==> src/rtl/svo_pattern_gen.sv <==
// svo_pattern_gen: AXI-Stream video test-card source.
// Produces back-to-back frames of HOR_PIXELS x VER_PIXELS pixels in one of four
// patterns (HSV solid fill, colour bars, checkerboard, grey ramp). Control inputs
// are sampled at the first pixel of each frame. The fill hue steps once per frame.
//
// Ports:
//   clk, reset        pixel clock, synchronous active-high reset
//   mode              0 HSV fill, 1 bars, 2 checker, 3 grey ramp
//   sat, val          HSV saturation/value for the fill colour
//   hue_run           1 = hue advances by HUE_STEP every frame
//   out_axis_*        AXI-Stream pixel output, tdata packed {b,g,r}, tuser = SOF,
//                     tlast = end of line
//   hue               hue of the frame currently being emitted (0..359)
module svo_pattern_gen #(
    parameter int HOR_PIXELS = 640,
    parameter int VER_PIXELS = 480,
    parameter int XYBITS     = 12,
    parameter int BPC        = 8,
    parameter int HUE_STEP   = 1,
    parameter int CHECK_LOG2 = 5
) (
    input  logic               clk,
    input  logic               reset,
    input  logic [1:0]         mode,
    input  logic [7:0]         sat,
    input  logic [7:0]         val,
    input  logic               hue_run,
    output logic               out_axis_tvalid,
    input  logic               out_axis_tready,
    output logic [3*BPC-1:0]   out_axis_tdata,
    output logic               out_axis_tuser,
    output logic               out_axis_tlast,
    output logic [8:0]         hue
);

    localparam logic [XYBITS-1:0] X_LAST = XYBITS'(HOR_PIXELS - 1);
    localparam logic [XYBITS-1:0] Y_LAST = XYBITS'(VER_PIXELS - 1);
    localparam logic [XYBITS-1:0] BAR_W  = XYBITS'(HOR_PIXELS / 8);
    localparam int                GMUL_W = 25;
    localparam logic [GMUL_W-1:0] GMUL   = GMUL_W'((65536 * 256) / HOR_PIXELS);
    localparam int                GP_W   = XYBITS + GMUL_W;

    typedef struct packed {
        logic [7:0] b;
        logic [7:0] g;
        logic [7:0] r;
    } rgb_t;

    typedef enum logic [2:0] {
        S_IDLE,
        S_SECT,
        S_VMIN,
        S_RAMP,
        S_DONE
    } hsv_state_t;

    // ------------------------------------------------------------------
    // State
    // ------------------------------------------------------------------
    logic [XYBITS-1:0] hcur, vcur;
    logic [1:0]        mode_l;
    logic [7:0]        sat_l, val_l;
    rgb_t              fill, fill_next;
    logic [8:0]        hue_tgt;       // hue the next frame will use
    logic              calc_req;

    hsv_state_t        st;
    logic [2:0]        sector;
    logic [5:0]        frac;
    logic [7:0]        vmin, ramp;

    // ------------------------------------------------------------------
    // Cursor decode
    // ------------------------------------------------------------------
    logic load, at_sof, at_eol, at_eof, at_lastline;

    assign load        = !out_axis_tvalid || out_axis_tready;
    assign at_sof      = (hcur == '0) && (vcur == '0);
    assign at_eol      = (hcur == X_LAST);
    assign at_eof      = at_eol && (vcur == Y_LAST);
    assign at_lastline = (hcur == '0) && (vcur == Y_LAST);

    // Frame-start pixel already uses the freshly sampled controls.
    logic [1:0] eff_mode;
    rgb_t       eff_fill;

    assign eff_mode = at_sof ? mode : mode_l;
    assign eff_fill = at_sof ? fill_next : fill;

    // ------------------------------------------------------------------
    // Hue arithmetic
    // ------------------------------------------------------------------
    logic [9:0] hue_sum;
    logic [8:0] hue_wrap;

    assign hue_sum  = 10'(hue) + 10'(HUE_STEP);
    assign hue_wrap = (hue_sum >= 10'd360) ? 9'(hue_sum - 10'd360) : hue_sum[8:0];

    // ------------------------------------------------------------------
    // Pattern generation (combinational from the cursor)
    // ------------------------------------------------------------------
    logic [XYBITS-1:0] bar_raw;
    logic [2:0]        bar_idx;
    logic [2:0]        bar_rgb;       // {r,g,b} on/off
    logic              tile;
    logic [GP_W-1:0]   gprod, gshift;
    logic [7:0]        gray;
    rgb_t              pix;

    assign bar_raw = hcur / BAR_W;
    // The last bar absorbs any remainder when HOR_PIXELS is not a multiple of 8.
    assign bar_idx = (bar_raw > XYBITS'(7)) ? 3'd7 : bar_raw[2:0];

    always_comb begin
        bar_rgb = 3'b000;
        case (bar_idx)
            3'd0:    bar_rgb = 3'b111;  // white
            3'd1:    bar_rgb = 3'b110;  // yellow
            3'd2:    bar_rgb = 3'b011;  // cyan
            3'd3:    bar_rgb = 3'b010;  // green
            3'd4:    bar_rgb = 3'b101;  // magenta
            3'd5:    bar_rgb = 3'b100;  // red
            3'd6:    bar_rgb = 3'b001;  // blue
            default: bar_rgb = 3'b000;  // black
        endcase
    end

    assign tile   = hcur[CHECK_LOG2] ^ vcur[CHECK_LOG2];
    assign gprod  = GP_W'(hcur) * GP_W'(GMUL);
    assign gshift = gprod >> 16;
    assign gray   = (gshift > GP_W'(255)) ? 8'hFF : gshift[7:0];

    always_comb begin
        pix = '0;
        case (eff_mode)
            2'd0:    pix = eff_fill;
            2'd1:    pix = {{8{bar_rgb[0]}}, {8{bar_rgb[1]}}, {8{bar_rgb[2]}}};
            2'd2:    pix = tile ? eff_fill : '0;
            default: pix = {gray, gray, gray};
        endcase
    end

    // ------------------------------------------------------------------
    // Output registers, cursors, frame-start sampling, hue
    // ------------------------------------------------------------------
    always_ff @(posedge clk) begin
        if (reset) begin
            out_axis_tvalid <= 1'b0;
            out_axis_tdata  <= '0;
            out_axis_tuser  <= 1'b0;
            out_axis_tlast  <= 1'b0;
            hcur            <= '0;
            vcur            <= '0;
            mode_l          <= '0;
            sat_l           <= '0;
            val_l           <= '0;
            fill            <= '0;
            hue             <= '0;
            hue_tgt         <= '0;
        end else if (load) begin
            out_axis_tvalid <= 1'b1;
            out_axis_tdata  <= {pix.b[7 -: BPC], pix.g[7 -: BPC], pix.r[7 -: BPC]};
            out_axis_tuser  <= at_sof;
            out_axis_tlast  <= at_eol;

            if (at_sof) begin
                mode_l <= mode;
                sat_l  <= sat;
                val_l  <= val;
                fill   <= fill_next;
            end

            // hue_run is taken when the last line starts so the next frame's
            // fill colour is finished before its first pixel loads, even when
            // the sink never stalls.
            if (at_lastline)
                hue_tgt <= hue_run ? hue_wrap : hue;

            if (at_eof)
                hue <= hue_tgt;

            if (at_eol) begin
                hcur <= '0;
                vcur <= (vcur == Y_LAST) ? '0 : vcur + 1'b1;
            end else begin
                hcur <= hcur + 1'b1;
            end
        end
    end

    // ------------------------------------------------------------------
    // HSV -> RGB conversion of hue_tgt with the latched sat/val
    // ------------------------------------------------------------------
    logic [15:0] vmin_prod;
    logic [7:0]  span;
    logic [13:0] ramp_prod;
    logic [7:0]  v_up, v_dn;

    assign vmin_prod = 16'(val_l) * (16'd256 - 16'(sat_l));
    assign span      = val_l - vmin;
    assign ramp_prod = 14'(span) * 14'(frac);
    assign v_up      = vmin + ramp;
    assign v_dn      = val_l - ramp;

    always_ff @(posedge clk) begin
        if (reset) begin
            st        <= S_IDLE;
            calc_req  <= 1'b1;   // compute a fill straight after reset
            sector    <= '0;
            frac      <= '0;
            vmin      <= '0;
            ramp      <= '0;
            fill_next <= '0;
        end else begin
            if (load && at_lastline)
                calc_req <= 1'b1;
            else if (st == S_IDLE && calc_req)
                calc_req <= 1'b0;

            case (st)
                S_IDLE: if (calc_req) st <= S_SECT;
                S_SECT: begin
                    sector <= 3'(hue_tgt / 9'd60);
                    frac   <= 6'(hue_tgt % 9'd60);
                    st     <= S_VMIN;
                end
                S_VMIN: begin
                    vmin <= 8'(vmin_prod >> 8);
                    st   <= S_RAMP;
                end
                S_RAMP: begin
                    ramp <= 8'(ramp_prod / 14'd60);
                    st   <= S_DONE;
                end
                S_DONE: begin
                    case (sector)
                        3'd0:    fill_next <= '{r: val_l, g: v_up,  b: vmin};
                        3'd1:    fill_next <= '{r: v_dn,  g: val_l, b: vmin};
                        3'd2:    fill_next <= '{r: vmin,  g: val_l, b: v_up};
                        3'd3:    fill_next <= '{r: vmin,  g: v_dn,  b: val_l};
                        3'd4:    fill_next <= '{r: v_up,  g: vmin,  b: val_l};
                        default: fill_next <= '{r: val_l, g: vmin,  b: v_dn};
                    endcase
                    st <= S_IDLE;
                end
                default: st <= S_IDLE;
            endcase
        end
    end

endmodule

==> config.mk <==
export PLATFORM = sky130hd
export DESIGN_NAME = svo_pattern_gen
export DESIGN_NICKNAME = d
export VERILOG_FILES = /design/src/rtl/svo_pattern_gen.sv
export SDC_FILE = /design/constraint.sdc
export NUM_CORES = 1
export LEC_CHECK = 0
export ABC_AREA = 1
export CORE_UTILIZATION = 23
export CTS_CLUSTER_DIAMETER = 120
export CTS_CLUSTER_SIZE = 30
export DETAILED_ROUTE_END_ITERATION = 8
export SKIP_CTS_REPAIR_TIMING = 1
export SYNTH_ARGS = -nofsm -noshare
export SYNTH_HDL_FRONTEND = slang
export SYNTH_SLANG_ARGS = --single-unit
==> constraint.sdc <==
create_clock -name clk -period 8.9 [get_ports clk]
set_clock_uncertainty 0.15 [all_clocks]
set_input_delay 1.78 -clock clk [delete_from_list [all_inputs] [get_ports clk]]
set_output_delay 1.78 -clock clk [all_outputs]
set_load 0.02 [all_outputs]
==> metrics.md <==
| Metric | Value |
|---|---|
| CP max-delay cell | fa_1 |
| # rows | 94 |
| Worst skew pair latency | 0.44 ns |
| GR Util met1 | 15.0% |
| I/O Buffers | 57 |
| Vias per inst | 4.38 |
| Clock Tree Root | clkbuf_16 |
| Crit-path most repeated cell | nand2_1 |
| Starting Density | 23.4% |
| CTS tree | built |
| Final Util | 26.6% |
| Worst Path Required | 9.08 ns |
| Cell count after synthesis | 2131 |
| Register Area | 3290 µm² |
| EDFF count, synth | 0 |
| Worst path max stage delay | 0.56 ns |
| Post-synth ARST share | 0% |
| Switching power | 1.37 mW |
| Total core area | 66100 µm² |
| CP arrival | 8.19 ns |
| Pint | 1.71 mW |
| Clock slew at reported path FFs | 0.07 ns |
| Met3 usage | 1.23% |
| #FFs+latches synth | 164 |
| Final wirelength | 39000 µm |
| Ant. Diodes | 0 |
| Final count of hold timing violations | 0 |
| Antenna violations before repair | 0 |
| Share of cells above drive strength 1 | 5.78% |
| Sequential power share | 27.2% |
| Leakage | 8.60 nW |
| Met2 Use GR | 20.5% |
| Largest cells by area after synthesis | dfxtp_1 21%, ha_1 13%, fa_1 13%, inv_1 11%, nand2_1 7.9% |
| Final Critical Period | 8.01 ns |
| Hold Crit Class | reg -> reg |
| Hold Worst Slack | 0.302 ns |
| Via count | 13300 |
| Crit Path Max Fanout | 7 |
| # IOs | 58 |
| Leading area contributor after synthesis | dfxtp_1 |
| DRT Pass-1 Iters | 9 |
| Global-route usage over all layers | 11.7% |
| Max Clock Freq | 125 MHz |
| Die width | 261 µm |
| Buf+Inv Stages, Crit Path | 4 |
| Vias in the first global route | 13100 |
| Net Count, Synth | 2416 |
| Rel. slew slack | 41.5% |
| Unrepaired setup endpoints after global routing | false |
| Clk pwr share | 22.9% |
| Largest net degree at the start of global routing | 93 |
| CTS buffer count | 17 |
| Library cells used by synthesis | 55 |
| Slew @ Worst Pin | 0.878 ns |
| Fin crit share | 90.0% |
| Sink Count | 164 |
| Pwr/cell area | 176 nW/µm² |
| Largest delay contributor family on the critical path | simple AND/OR/NAND/NOR gates |
| Max IR drop VDD | 0.140 mV |
| Setup crit end kind | flip-flop |
| Layout Area Growth over Synthesis | 13.7% |
| Fillers | 7247 |
| Outcome | finished, violations left |
| Ys Warns | 0 |
| Final routed wire length divided by cell count | 12.8 µm |
| First-pass GRT wire length | 65300 µm |
| Final Power | 3.09 mW |
| CTS Buffer Depth | 2 |
| Placer Congestion | 0.932 |
| Final setup fails | 0 |
| Avg Inst Size Synth | 7.26 µm² |
| Final net count | 2452 |
| Mapped Area | 15500 µm² |
| Max-cap violations | 0 |
| Initial DRC count | 770 |
| Die Y | 261 µm |
| Number of H-tree levels | 4 |
| Final Max Tran Viols | 0 |
| Seq/Total Area, Yosys | 21.2% |
| Multi-input logic area | 10300 µm² |
| Fin Setup TNS | 0 ns |
| Area share of the largest cell type after synthesis | 21.2% |
| CP Class | reg -> reg |
| Violated checks | design-rule violations |
| Most frequently used flop master after synthesis | dfxtp_1 |
| Hpwl dp | 30700 µm |
| Die area | 68300 µm² |
| Worst setup SP type | flip-flop |
| Switching Share | 44.5% |
| Synth top cells by count | 434 x inv_1, 326 x nand2_1, 181 x nor2_1 |
| Most Crowded Layer GR | met2 |
| Post-route ant nets | 0 |
| GR Overflow Total | 0 |
| Drc violations | 3 |
| Comb pwr share | 49.9% |
| Most used standard cell by instance count after synthesis | inv_1 |
## final cells by class
cell class	instances	share of cell area [%]
Multi-Input combinational cell	1468	58.8
Sequential cell	164	18.7
Inverter	446	9.52
Tap cell	864	6.15
Timing Repair Buffer	70	3.77
Clock buffer	19	2.58
Clock inverter	12	0.555
## final timing paths
check / from / endpoint / slack [ns] / cells past startpoint
max: vmin[2] / ramp[0] / 0.89 / 45
min: fill[20] / fill[20] / 0.30 / 2
max reg2reg: vmin[2] / ramp[0] / 0.89 / 45
min reg2reg: fill[20] / fill[20] / 0.30 / 2
## kinds of logic after synthesis
group                      share of synthesized area, %
muxes                                             0.259
DFF                                                21.2
and+or+nand+nor                                    19.3
buffers and inverters                              12.1
adders and majority gates                          26.1
xor gates and xnor gates                           4.06
AOI/OAI and AO/OA                                  16.9
## state kept, by name, indices dropped and copies added, names as in the netlist
name             count
hcur                12
fill_next           24
sat_l                8
st                   3
val_l                8
hue                  9
out_axis_tlast       1
calc_req             1
mode_l               2
fill                24
vmin                 8
out_axis_tuser       1
out_axis_tdata      24
vcur                12
ramp                 8
sector               3
frac                 6
hue_tgt              9
out_axis_tvalid      1
## power groups by stage
stage	sequential, mW	combinational [mW]	clock [mW]
2_1_floorplan	0.858	1.16	0
3_3_place_gp	0.856	1.54	0
3_5_place_dp	0.856	1.53	0
4_1_cts	0.840	1.55	0.725
5_1_grt	0.846	1.78	0.752
6_report	0.840	1.54	0.708
## worst reg2reg max path: cells and delay by family, from the launching register on
kind / cells / cell delay (ns)
XOR/XNOR: 1 / 0.42
adder cells (fa/ha/maj): 5 / 2.32
AO/OA/AOI/OAI: 7 / 1.23
buffers and inverters: 4 / 0.34
AND/OR/NAND/NOR: 28 / 2.92
flip-flops: 1 / 0.50
## routing by layer
metal  vias to the layer above  share of wire, %
met5                         -                 0
met4                         0               2.2
met2                       202                48
li1                       6913                 -
met3                        43               2.6
met1                      6160                47
## metrics by stage
stage,setup WS (ns),instances,area (µm²)
after global routing,0.0926,3043,17600
final,0.888,3043,17600
after detailed placement,0.715,3012,17000
after CTS,0.671,3043,17600
after floorplan,1.66,2131,15500
after global placement,0.950,3012,17000
## layout by cell type, fill, tap and decap left out, types with 4 or more instances in the layout
cell type and count:
a21oi_1 162, nand3_2 7, ha_1 163, clkinv_1 6, o21ai_1 7, buf_4 13, nor3b_1 4, nor2_2 7
nor2_1 180, nand2_2 27, inv_2 8, inv_6 4, o211ai_1 26, a41oi_2 4, a221oi_1 9, clkbuf_16 17
nand2_1 326, nand3b_1 6, o21ai_0 160, o221ai_1 8, xor2_1 42, a31oi_1 5, o2111ai_1 5, a41oi_1 8
xnor2_1 24, clkdlybuf4s50_1 56, xor2_2 4, o21bai_1 7, a211oi_1 11, clkinvlp_4 5, or2_2 7, inv_1 432
nor3_1 23, o22ai_1 18, dfxtp_1 162, fa_1 100, mux2i_1 4, nand3_1 65, nand4_1 17
Power figures use the tool's default switching activity.
